## config.mk

```make
export PLATFORM = sky130hd
export DESIGN_NAME = psum_requant_fifo_flat
export DESIGN_NICKNAME = d
export VERILOG_FILES = /design/src/rtl/psum_requant_fifo_pkg.sv /design/src/rtl/psum_requant_fifo_if.sv /design/src/rtl/psum_requant_fifo_sync_fifo.sv /design/src/rtl/psum_requant_fifo.sv /design/src/flat_wrapper.sv
export SDC_FILE = /design/constraint.sdc
export NUM_CORES = 1
export LEC_CHECK = 0
export BUFFER_PORTS_ARGS = -buffer_cell sky130_fd_sc_hd__buf_4
export CAP_MARGIN = 15
export CORE_MARGIN = 10
export CORE_UTILIZATION = 41
export CTS_BUF_LIST = sky130_fd_sc_hd__clkbuf_8
export DETAILED_ROUTE_END_ITERATION = 8
export PLACE_DENSITY_LB_ADDON = 0.12
export SYNTH_ARGS = -nofsm -noshare
export SYNTH_HDL_FRONTEND = slang
export SYNTH_HIERARCHICAL = 1
export SYNTH_SLANG_ARGS = --single-unit
```

## constraint.sdc

```tcl
create_clock -name clk -period 2.95 [get_ports clk]
set_input_delay 0.295 -clock clk [delete_from_list [all_inputs] [get_ports clk]]
set_output_delay 0.295 -clock clk [all_outputs]
set_load 0.02 [all_outputs]
```

## src/rtl/psum_requant_fifo_pkg.sv

```systemverilog
// Shared Q-format constants and the FIFO entry layout.
// The PE array uses the same definitions, so a requantized element keeps one
// layout everywhere it is stored or moved.
package psum_requant_fifo_pkg;

    // Output element format: Q8.8.
    localparam int Q_DATA_WIDTH = 16;
    // Partial-sum format from the PE array: Q16.16.
    localparam int Q_ACC_WIDTH  = 32;
    // Fraction bits dropped when going from accumulator to data format.
    localparam int Q_FRAC_BITS  = 8;
    // Default depth of the output buffer.
    localparam int Q_FIFO_DEPTH = 8;

    // One buffered result: the clamp flag travels with the data.
    typedef struct packed {
        logic                    sat;
        logic [Q_DATA_WIDTH-1:0] data;
    } fifo_entry_t;

endpackage

```

## src/rtl/psum_requant_fifo_if.sv

```systemverilog
// Stream interface of the requantizer.
// The input side (valid_in/result_in) has no backpressure. The output side is
// a valid/ready handshake on the head of the output buffer.
// master = the producer/consumer environment, slave = the requantizer.
interface psum_requant_fifo_if #(
    parameter int ACC_WIDTH  = 32,
    parameter int DATA_WIDTH = 16
) ();

    logic                  valid_in;
    logic [ACC_WIDTH-1:0]  result_in;
    logic                  out_valid;
    logic                  out_ready;
    logic [DATA_WIDTH-1:0] out_data;
    logic                  out_sat;

    modport master (
        output valid_in,
        output result_in,
        output out_ready,
        input  out_valid,
        input  out_data,
        input  out_sat
    );

    modport slave (
        input  valid_in,
        input  result_in,
        input  out_ready,
        output out_valid,
        output out_data,
        output out_sat
    );

endinterface

```

## src/rtl/psum_requant_fifo_sync_fifo.sv

```systemverilog
// Single-clock FIFO with an occupancy counter.
// A push into a full FIFO is still accepted when a pop happens on the same
// edge, because the popped slot is the one being refilled. A push into a full
// FIFO without a pop is dropped and reported on push_drop.
// Memory is not reset; only the pointers and the level are.
module sync_fifo #(
    parameter int DEPTH = 8,
    parameter int WIDTH = 17
) (
    input  logic                     clk,
    input  logic                     rst_n,
    input  logic                     clear,
    input  logic                     push,
    input  logic [WIDTH-1:0]         din,
    input  logic                     pop_req,
    output logic [WIDTH-1:0]         dout,
    output logic                     valid,
    output logic [$clog2(DEPTH):0]   level,
    output logic                     push_ok,
    output logic                     push_drop
);

    localparam int PW = $clog2(DEPTH);
    localparam int LW = PW + 1;

    logic [WIDTH-1:0] mem [DEPTH];
    logic [PW-1:0]    wr_ptr;
    logic [PW-1:0]    rd_ptr;
    logic [LW-1:0]    count;
    logic             full;
    logic             do_pop;

    assign full      = (count == LW'(DEPTH));
    assign valid     = (count != '0);
    assign do_pop    = valid && pop_req;
    assign push_ok   = push && (!full || do_pop);
    assign push_drop = push && full && !do_pop;
    assign dout      = mem[rd_ptr];
    assign level     = count;

    // Storage array: write the accepted element at the write pointer.
    always_ff @(posedge clk) begin
        if (push_ok) begin
            mem[wr_ptr] <= din;
        end
    end

    // Pointers wrap naturally at DEPTH (power of two); the level counter tells full from empty.
    always_ff @(posedge clk) begin
        if (!rst_n || clear) begin
            wr_ptr <= '0;
            rd_ptr <= '0;
            count  <= '0;
        end else begin
            if (push_ok) begin
                wr_ptr <= wr_ptr + PW'(1);
            end
            if (do_pop) begin
                rd_ptr <= rd_ptr + PW'(1);
            end
            case ({push_ok, do_pop})
                2'b10:   count <= count + LW'(1);
                2'b01:   count <= count - LW'(1);
                default: count <= count;
            endcase
        end
    end

endmodule

```

## src/rtl/psum_requant_fifo.sv

```systemverilog
// Requantizer for PE-array partial sums: Q16.16 -> Q8.8 with round-half-up,
// clamp to the output range, then buffer in a small FIFO.
// Stage 1 rounds and shifts. Stage 2 clamps. The FIFO write happens on the
// following edge, so a result appears at the output three cycles after it
// enters.
module psum_requant_fifo
    import psum_requant_fifo_pkg::*;
#(
    parameter int DATA_WIDTH = Q_DATA_WIDTH,
    parameter int ACC_WIDTH  = Q_ACC_WIDTH,
    parameter int FRAC_BITS  = Q_FRAC_BITS,
    parameter int FIFO_DEPTH = Q_FIFO_DEPTH
) (
    input  logic                          clk,
    input  logic                          rst_n,
    input  logic                          flush,
    psum_requant_fifo_if.slave            bus,
    output logic [$clog2(FIFO_DEPTH):0]   fifo_level,
    output logic                          overflow_err,
    output logic [15:0]                   sat_cnt
);

    // Rounding sum is one bit wider than the accumulator so +half never wraps.
    localparam int RW = ACC_WIDTH + 1;

    localparam logic signed [RW-1:0] RND_HALF =
        {{(RW-FRAC_BITS){1'b0}}, 1'b1, {(FRAC_BITS-1){1'b0}}};
    localparam logic signed [RW-1:0] SAT_MAX =
        {{(RW-DATA_WIDTH+1){1'b0}}, {(DATA_WIDTH-1){1'b1}}};
    localparam logic signed [RW-1:0] SAT_MIN =
        {{(RW-DATA_WIDTH+1){1'b1}}, {(DATA_WIDTH-1){1'b0}}};

    // The entry struct is shared with the PE array, so its width is fixed by the package.
    if (DATA_WIDTH != Q_DATA_WIDTH) begin : g_width_check
        $error("psum_requant_fifo: DATA_WIDTH must equal the package Q_DATA_WIDTH");
    end

    logic signed [RW-1:0]   rnd_sum;
    logic signed [RW-1:0]   rnd_shift;
    logic                   s1_valid;
    logic signed [RW-1:0]   s1_data;
    logic [DATA_WIDTH-1:0]  clamp_data;
    logic                   clamp_sat;
    logic                   s2_valid;
    fifo_entry_t            s2_entry;
    fifo_entry_t            head;
    logic                   push_ok;
    logic                   push_drop;

    // Add half an LSB of the output format, then drop the fraction bits arithmetically.
    assign rnd_sum   = $signed({bus.result_in[ACC_WIDTH-1], bus.result_in}) + RND_HALF;
    assign rnd_shift = rnd_sum >>> FRAC_BITS;

    // Stage 1 valid advances every cycle; reset and flush both empty the stage.
    always_ff @(posedge clk) begin
        if (!rst_n || flush) begin
            s1_valid <= 1'b0;
        end else begin
            s1_valid <= bus.valid_in;
        end
    end

    // Stage 1 data only loads on a valid input so idle cycles do not toggle it.
    always_ff @(posedge clk) begin
        if (bus.valid_in) begin
            s1_data <= rnd_shift;
        end
    end

    // Clamp the rounded value into the signed output range and flag when clamping happened.
    always_comb begin
        clamp_data = s1_data[DATA_WIDTH-1:0];
        clamp_sat  = 1'b0;
        if (s1_data > SAT_MAX) begin
            clamp_data = SAT_MAX[DATA_WIDTH-1:0];
            clamp_sat  = 1'b1;
        end else if (s1_data < SAT_MIN) begin
            clamp_data = SAT_MIN[DATA_WIDTH-1:0];
            clamp_sat  = 1'b1;
        end
    end

    // Stage 2 valid follows stage 1 every cycle.
    always_ff @(posedge clk) begin
        if (!rst_n || flush) begin
            s2_valid <= 1'b0;
        end else begin
            s2_valid <= s1_valid;
        end
    end

    // Stage 2 entry only loads when stage 1 holds a result.
    always_ff @(posedge clk) begin
        if (s1_valid) begin
            s2_entry.sat  <= clamp_sat;
            s2_entry.data <= clamp_data;
        end
    end

    sync_fifo #(
        .DEPTH (FIFO_DEPTH),
        .WIDTH ($bits(fifo_entry_t))
    ) u_fifo (
        .clk       (clk),
        .rst_n     (rst_n),
        .clear     (flush),
        .push      (s2_valid),
        .din       (s2_entry),
        .pop_req   (bus.out_ready),
        .dout      (head),
        .valid     (bus.out_valid),
        .level     (fifo_level),
        .push_ok   (push_ok),
        .push_drop (push_drop)
    );

    assign bus.out_data = head.data;
    assign bus.out_sat  = head.sat;

    // Status: sticky drop flag and a saturating count of clamped results that got buffered.
    always_ff @(posedge clk) begin
        if (!rst_n || flush) begin
            overflow_err <= 1'b0;
            sat_cnt      <= '0;
        end else begin
            if (push_drop) begin
                overflow_err <= 1'b1;
            end
            if (push_ok && s2_entry.sat && (sat_cnt != 16'hFFFF)) begin
                sat_cnt <= sat_cnt + 16'd1;
            end
        end
    end

endmodule

```

## src/flat_wrapper.sv

```systemverilog
// flat-port wrapper written by rule: the top's interface ports become plain ports
module psum_requant_fifo_flat import psum_requant_fifo_pkg::*;
#(
    parameter int DATA_WIDTH = Q_DATA_WIDTH,
    parameter int ACC_WIDTH  = Q_ACC_WIDTH,
    parameter int FRAC_BITS  = Q_FRAC_BITS,
    parameter int FIFO_DEPTH = Q_FIFO_DEPTH
)
  (clk, rst_n, flush, fifo_level, overflow_err, sat_cnt, bus_valid_in, bus_result_in, bus_out_ready, bus_out_valid, bus_out_data, bus_out_sat);
  psum_requant_fifo_if #(.ACC_WIDTH(ACC_WIDTH), .DATA_WIDTH(DATA_WIDTH)) bus_i ();
  input  logic clk;
  input  logic rst_n;
  input  logic flush;
  output logic [$clog2(FIFO_DEPTH):0] fifo_level;
  output logic overflow_err;
  output logic [15:0] sat_cnt;
  input wire logic [$bits(bus_i.valid_in)-1:0] bus_valid_in;
  input wire logic [$bits(bus_i.result_in)-1:0] bus_result_in;
  input wire logic [$bits(bus_i.out_ready)-1:0] bus_out_ready;
  output wire logic [$bits(bus_i.out_valid)-1:0] bus_out_valid;
  output wire logic [$bits(bus_i.out_data)-1:0] bus_out_data;
  output wire logic [$bits(bus_i.out_sat)-1:0] bus_out_sat;
  assign bus_i.valid_in = bus_valid_in;
  assign bus_i.result_in = bus_result_in;
  assign bus_i.out_ready = bus_out_ready;
  assign bus_out_valid = bus_i.out_valid;
  assign bus_out_data = bus_i.out_data;
  assign bus_out_sat = bus_i.out_sat;
  psum_requant_fifo #(.DATA_WIDTH(DATA_WIDTH), .ACC_WIDTH(ACC_WIDTH), .FRAC_BITS(FRAC_BITS), .FIFO_DEPTH(FIFO_DEPTH)) u_core (.clk(clk), .rst_n(rst_n), .flush(flush), .bus(bus_i), .fifo_level(fifo_level), .overflow_err(overflow_err), .sat_cnt(sat_cnt));
endmodule
```

# Word level (Yosys, flattened, before mapping)
# Memories as Yosys holds them, arrays and structs flattened. A register that Yosys moved wholly into a read port is not among the register bits.
# Cells that the tools add are included.
op_classes:
  add_sub_neg: 6
  n_lt_le_gt_ge: 2
  n_eq_ne: 4
  muxes: 7
  reduce_logical: 13
ops:
  columns: ["op", "n"]
  rows:
  - ["adder 32 x 9 -> 33 bit, second input constant", 1]
  - ["greater-than comparator 25 x 16 -> 1 bit, second input constant", 1]
  - ["less-than comparator 25 x 16 -> 1 bit, second input constant", 1]
  - ["adder 16 x 1 -> 16 bit, second input constant", 1]
  - ["two-way mux 16 bit", 1]
  - ["!= test 16 bit, second input constant", 1]
  - ["case mux 4 bit (2 select lines)", 1]
  - ["adder 3 x 1 -> 3 bit, second input constant", 2]
  - ["logical AND 1 bit", 6]
  - ["two-way mux 3 bit", 2]
  - ["adder 4 x 1 -> 4 bit, second input constant", 1]
  - ["equality test 4 bit, second input constant", 1]
  - ["nonzero test 4 bit", 1]
  - ["subtractor 4 x 1 -> 4 bit, second input constant", 1]
  - ["zero test 1 bit", 3]
  - ["two-way mux 1 bit", 3]
  - ["equality test 2 x 1 -> 1 bit, second input constant", 1]
  - ["equality test 2 bit, second input constant", 1]
  - ["logical OR 1 bit", 2]
  - ["nonzero test 2 bit", 1]
word_totals:
  ff_bits: 71
  mem_bits_rw: 136
  inputBits: 37
  out_inout_bits: 39
  wordCells: 43
  n_memories: 1
memory_table:
  columns: ["memory", "words", "word_bits", "rd", "rd_ports_with_merged_regs", "write_ports", "line", "source"]
  rows:
  - ["u_core.u_fifo.mem", 8, 17, 1, 1, 1, "psum_requant_fifo_sync_fifo.sv:26", "logic [WIDTH-1:0] mem [DEPTH];"]

# Longest topological paths before layout
depth:
  ltp_word: 6
  ltp_mapped: 10
  ltp_nobuf: 8

# Hierarchy
# Netlist, hierarchy kept.
by_module_without_submodules:
  columns: ["module", "n_inst", "cells_each", "area_per_inst_um2", "seq_area_each_um2"]
  rows:
  - ["sync_fifo", 1, 287, 5851.9, 4344.2]
  - ["psum_requant_fifo", 1, 233, 2727.6, 1641.6]

# Least setup slack after synthesis
# OpenSTA, ideal clock, no wires.
synth_timing:
  path_type: "reg-to-reg"
  start: "register u_core.u_fifo.count[0], in the netlist u_core/u_fifo/level[0]"
  end: "memory u_core.u_fifo.mem[0][0] (enable)"
  setup_ns: 0.413
  arrival_ns: 2.342
  required_time_ns: 2.537
  slack_ns: 0.195
  path_stages_with_launch: 5
  path_buffers: 0
  synth_period_minus_slack_ns: 2.755
  path_cell_list: "dfxtp_1 or3_4 o21a_1 nand2b_1 nor3_1"
synth_between:
  elab_chain_len: 6
  elab_cells_between_ends: 8
  classes_between: "eq/ne: 1; mux: 2; reduce/logical: 5"
synth_lines:
  columns: ["element", "line", "source"]
  rows:
  - ["start, declared", "psum_requant_fifo_sync_fifo.sv:29", "logic [LW-1:0] count;"]
  - ["start signal, assigned", "psum_requant_fifo_sync_fifo.sv:62", "2'b10: count <= count + LW'(1);"]
  - ["start signal, assigned", "psum_requant_fifo_sync_fifo.sv:63", "2'b01: count <= count - LW'(1);"]
  - ["start signal, assigned", "psum_requant_fifo_sync_fifo.sv:64", "default: count <= count;"]
  - ["equality test 4 bit or nonzero test 4 bit (tied branches)", "psum_requant_fifo_sync_fifo.sv:33, psum_requant_fifo_sync_fifo.sv:34", null]
  - ["zero test 1 bit or logical AND 1 bit (tied branches)", "psum_requant_fifo_sync_fifo.sv:36, psum_requant_fifo_sync_fifo.sv:35", null]
  - ["logical OR 1 bit *", "psum_requant_fifo_sync_fifo.sv:36", "assign push_ok = push && (!full || do_pop);"]
  - ["logical AND 1 bit *", "psum_requant_fifo_sync_fifo.sv:36", null]
  - ["via u_core.push_ok", "psum_requant_fifo.sv:47", "logic push_ok;"]
  - ["two-way mux 1 bit *", "psum_requant_fifo_sync_fifo.sv:43", "if (push_ok) begin"]
  - ["two-way mux 1 bit (not written as such) *", "psum_requant_fifo_sync_fifo.sv:44", "mem[wr_ptr] <= din;"]
  - ["end, declared", "psum_requant_fifo_sync_fifo.sv:26", null]
# Mark *: on every way through the listed nets, which the timed path passes. The rest lies on a longest branch.

==> results.toml <==
[clock_tree]
cts_buffers = 36
cts_tree = "yes"
root_buffer = "clkbuf_8"
cts_sinks = 210
htreeDepth = 2
post_cts.resized_instances = 0
cts.path.max_buffers = 3
ctsHoldBuffers = 0
post-cts-setup-buffer-count = 0
clk_pin_slew_worst_paths_ns = 0.06
insertion_delay_ns = 0.51

[grt]
grt.total_usage_pct = 12.8
grt_pass1_vias = 5151
grt_max_degree = 27
grt_pass1_wl_um = 27300
grt_overflow = 0
antenna_found_initial = 0

[die]
coreArea_um2 = 20400
die_y_um = 165
die-area_um2 = 27100
initial_core_util_pct = 42.0
die_w_um = 165
rows = 52
num_io_pins = 76

[setup_path]
worstSetupPathType = "register to primary output"
crit_arrival_ns = 2.33
r2r_start = "u_core/u_fifo/level[1]"
crit_path_cell_trace = "buf_12 -> mux4_2 -> mux2_2 -> buf_4"
cpMaxStageDelayCell = "dfxtp_2"
r2r_cells = 6
start_kind = "register"
r2r_setup_slack_ns = 0.46
required_ns = 2.65
path_delay_family = "multiplexers"
max_stage_delay_ns = 0.61
crit_path_end_kind = "primary output"
path_buf_inv = 2
r2r-end = "u_core/sat_cnt[15]"
critPathMaxFanout = 12

[detailed_routing]
wl_um = 16900
drt-initial-drc-count = 210
vias_per_cell = 5.20
drtAntennaViolNets = 0
vias = 4745
drt_pass1_iterations = 4
drc = 0
post_drt_wl_per_cell_um = 18.5

[final_layout]
area.growth.synth_to_final_pct = 18.0
multi_input_area_um2 = 2490
final_cell_area_um2 = 10100
final_util_pct = 49.6
n_antenna_cell = 0
drive_gt1_share_pct = 29.7
layoutNonFillerInstCount = 913
regArea_um2 = 5990
nets = 662
fillerInstances = 1757

[timing]
relSlewSlack_pct = 30.0
setup_viol = 0
rsz0062_at_grt = "no"
tns_ns = 0
period_minus_slack_ns = 2.62
drv_slew = 0
hold_violations = 0
fin_ws_ns = 0.329
finalCritPeriodShare_pct = 88.8
worstMarginPinSlew_ns = 1.04
finalClockSkew_ns = 0.00845
max_freq_mhz = 382

[placed_design]
routabilityCongestion = 0.792
hpwl_um = 10800
io_buffers = 68
dp.cells = 852
preCtsSetupSlack_ns = 0.485
post_dp_cell_area_um2 = 9490

[min_path]
holdPathStages = 2
hold_path.class = "input pin to register"
worstHoldStart = "bus_result_in[24]"
whs_endpoint = "u_core/s1_data[16]"

[yosys]
dominantRegCellSynth = "edfxtp_1"
avgSynthCellArea_um2 = 16.5
synth_fp_nets = 562
async_flop_share_pct = 0
yosys_warnings = 6
netlist-cell-type-count = 50
ys_seq_elements = 210
synthDominantCellAreaShare_pct = 62.3
synth_area_leader_cell = "edfxtp_1"
syn_inst = 520
synth_area_leaders = "edfxtp_1 62%, mux4_2 8.9%, dfxtp_1 7.5%"
synth_area_um2 = 8580
synth_edf_count = 178
ys_seq_area_share_pct = 69.8

[pwr]
powerDensity_nw_per_um2 = 572
cellLeakagePower_nw = 3.47
vdd_drop_max_mv = 0.235

[outcome]
status = "completed"

[job]
cap_violations = 0
Yosys cell counts, types with 4 or more instances:
library cell    n
nor2_1         28
dfxtp_1        32
or4_1           4
and3_1          8
nand4_1        15
edfxtp_1      178
mux2_2         17
inv_1           4
nand2b_1        9
a21oi_1         9
mux4_2         34
clkbuf_1       15
nand3_1        13
buf_2           6
nor4_1          5
a21o_1         15
xnor2_1        20
nor3_1          7
xor2_1         11
o211ai_1        5
nand2_1        22
o21ai_0         5
ha_1            5
o31ai_1         8
a31oi_1         4
through the flow:
stage,power (mW),hold slack (ns)
2_1_floorplan,3.43,0.407
3_3_place_gp,3.51,0.463
3_5_place_dp,3.52,0.477
4_1_cts,5.88,0.0658
5_1_grt,6.06,0.0681
6_report,5.80,0.0913
cells by family (layout without fill, tap and decap cells):
logic type      after synthesis  in the layout  share of synthesized area [%]
flops                       210            210                           69.8
buf+inv                      27            150                           1.36
simple gates                135            135                           8.60
mux                          54             54                           11.5
compound gates               58             58                           4.87
xor+xnor                     31             31                           3.16
fa+ha+maj                     5              5                          0.729
worst max-delay path by stage:
stage	startpoint	end	cells after the start
floorplan	u_core/u_fifo/level[0]	u_core/u_fifo/mem[0][0]	4
detailed placement	u_core/u_fifo/level[1]	u_core/sat_cnt[15]	6
finish	register	bus_out_data[4]	4
global route	register	bus_out_data[4]	4
CTS	register	bus_out_data[4]	4
global placement	u_core/u_fifo/level[1]	u_core/sat_cnt[15]	6
registers in the layout (all words and copies together), names as in the netlist, named ones only:
register,cells
u_core/overflow_err,1
u_core/s1_data,25
u_core/s1_valid,1
u_core/s2_entry,17
u_core/s2_valid,1
u_core/sat_cnt,16
u_core/u_fifo/level,4
u_core/u_fifo/mem,136
u_core/u_fifo/rd_ptr,3
u_core/u_fifo/wr_ptr,3
worst reg2reg max path, cell delays in order (launching register included):
cell and delay (ns):
dfxtp_1 0.56, or3_4 0.23, o21a_1 0.28, nand4_1 0.16, or4_4 0.54, or4_1 0.51, a21oi_1 0.15
layer usage:
layer,up-vias,global-route usage [%],share of wire [%]
li1,2275,-,-
met1,2354,15.7,44
met2,91,21.3,49
met3,25,3.76,4.9
met4,0,4.15,1.8
met5,-,0,0
cell usage in the layout (no fill, tap or decap), types with 3 or more instances in the layout:
master    instances
a211oi_1          3
xnor2_1          20
o31ai_1           8
mux2i_1           3
nand3_1          13
ha_1              5
nand4_1          15
a21o_1           15
o21ai_0           5
clkinv_1          5
clkinv_2          7
inv_1            15
and4_1            3
xor2_1           11
or3_1             3
and3_1            8
a31oi_1           4
buf_4            83
clkbuf_8         37
o211ai_1          5
and2_1            3
nor3_1            5
nor4_1            5
or4_1             4
mux2_2           17
dfxtp_1          31
mux4_2           34
nand2b_1          9
nor2_1           28
nand2_1          22
edfxtp_1        178
nor3b_1           3
a21oi_1           9
power breakdown:
part / total (mW) / switching (mW) / internal [mW]
Clock: 2.34 / 1.09 / 1.25
Sequential: 3.31 / 0.0435 / 3.27
Combinational: 0.140 / 0.0726 / 0.0676
cell type report:
| class | count | share of cell area, % |
|---|---|---|
| Clock inverter | 24 | 1.24 |
| Multi-Input combinational cell | 283 | 24.6 |
| Timing Repair Buffer | 85 | 6.55 |
| Clock buffer | 37 | 5.03 |
| Inverter | 4 | 0.148 |
| Sequential cell | 210 | 59.1 |
| Tap cell | 270 | 3.34 |
Note: power is estimated with default switching activity, not from simulation.
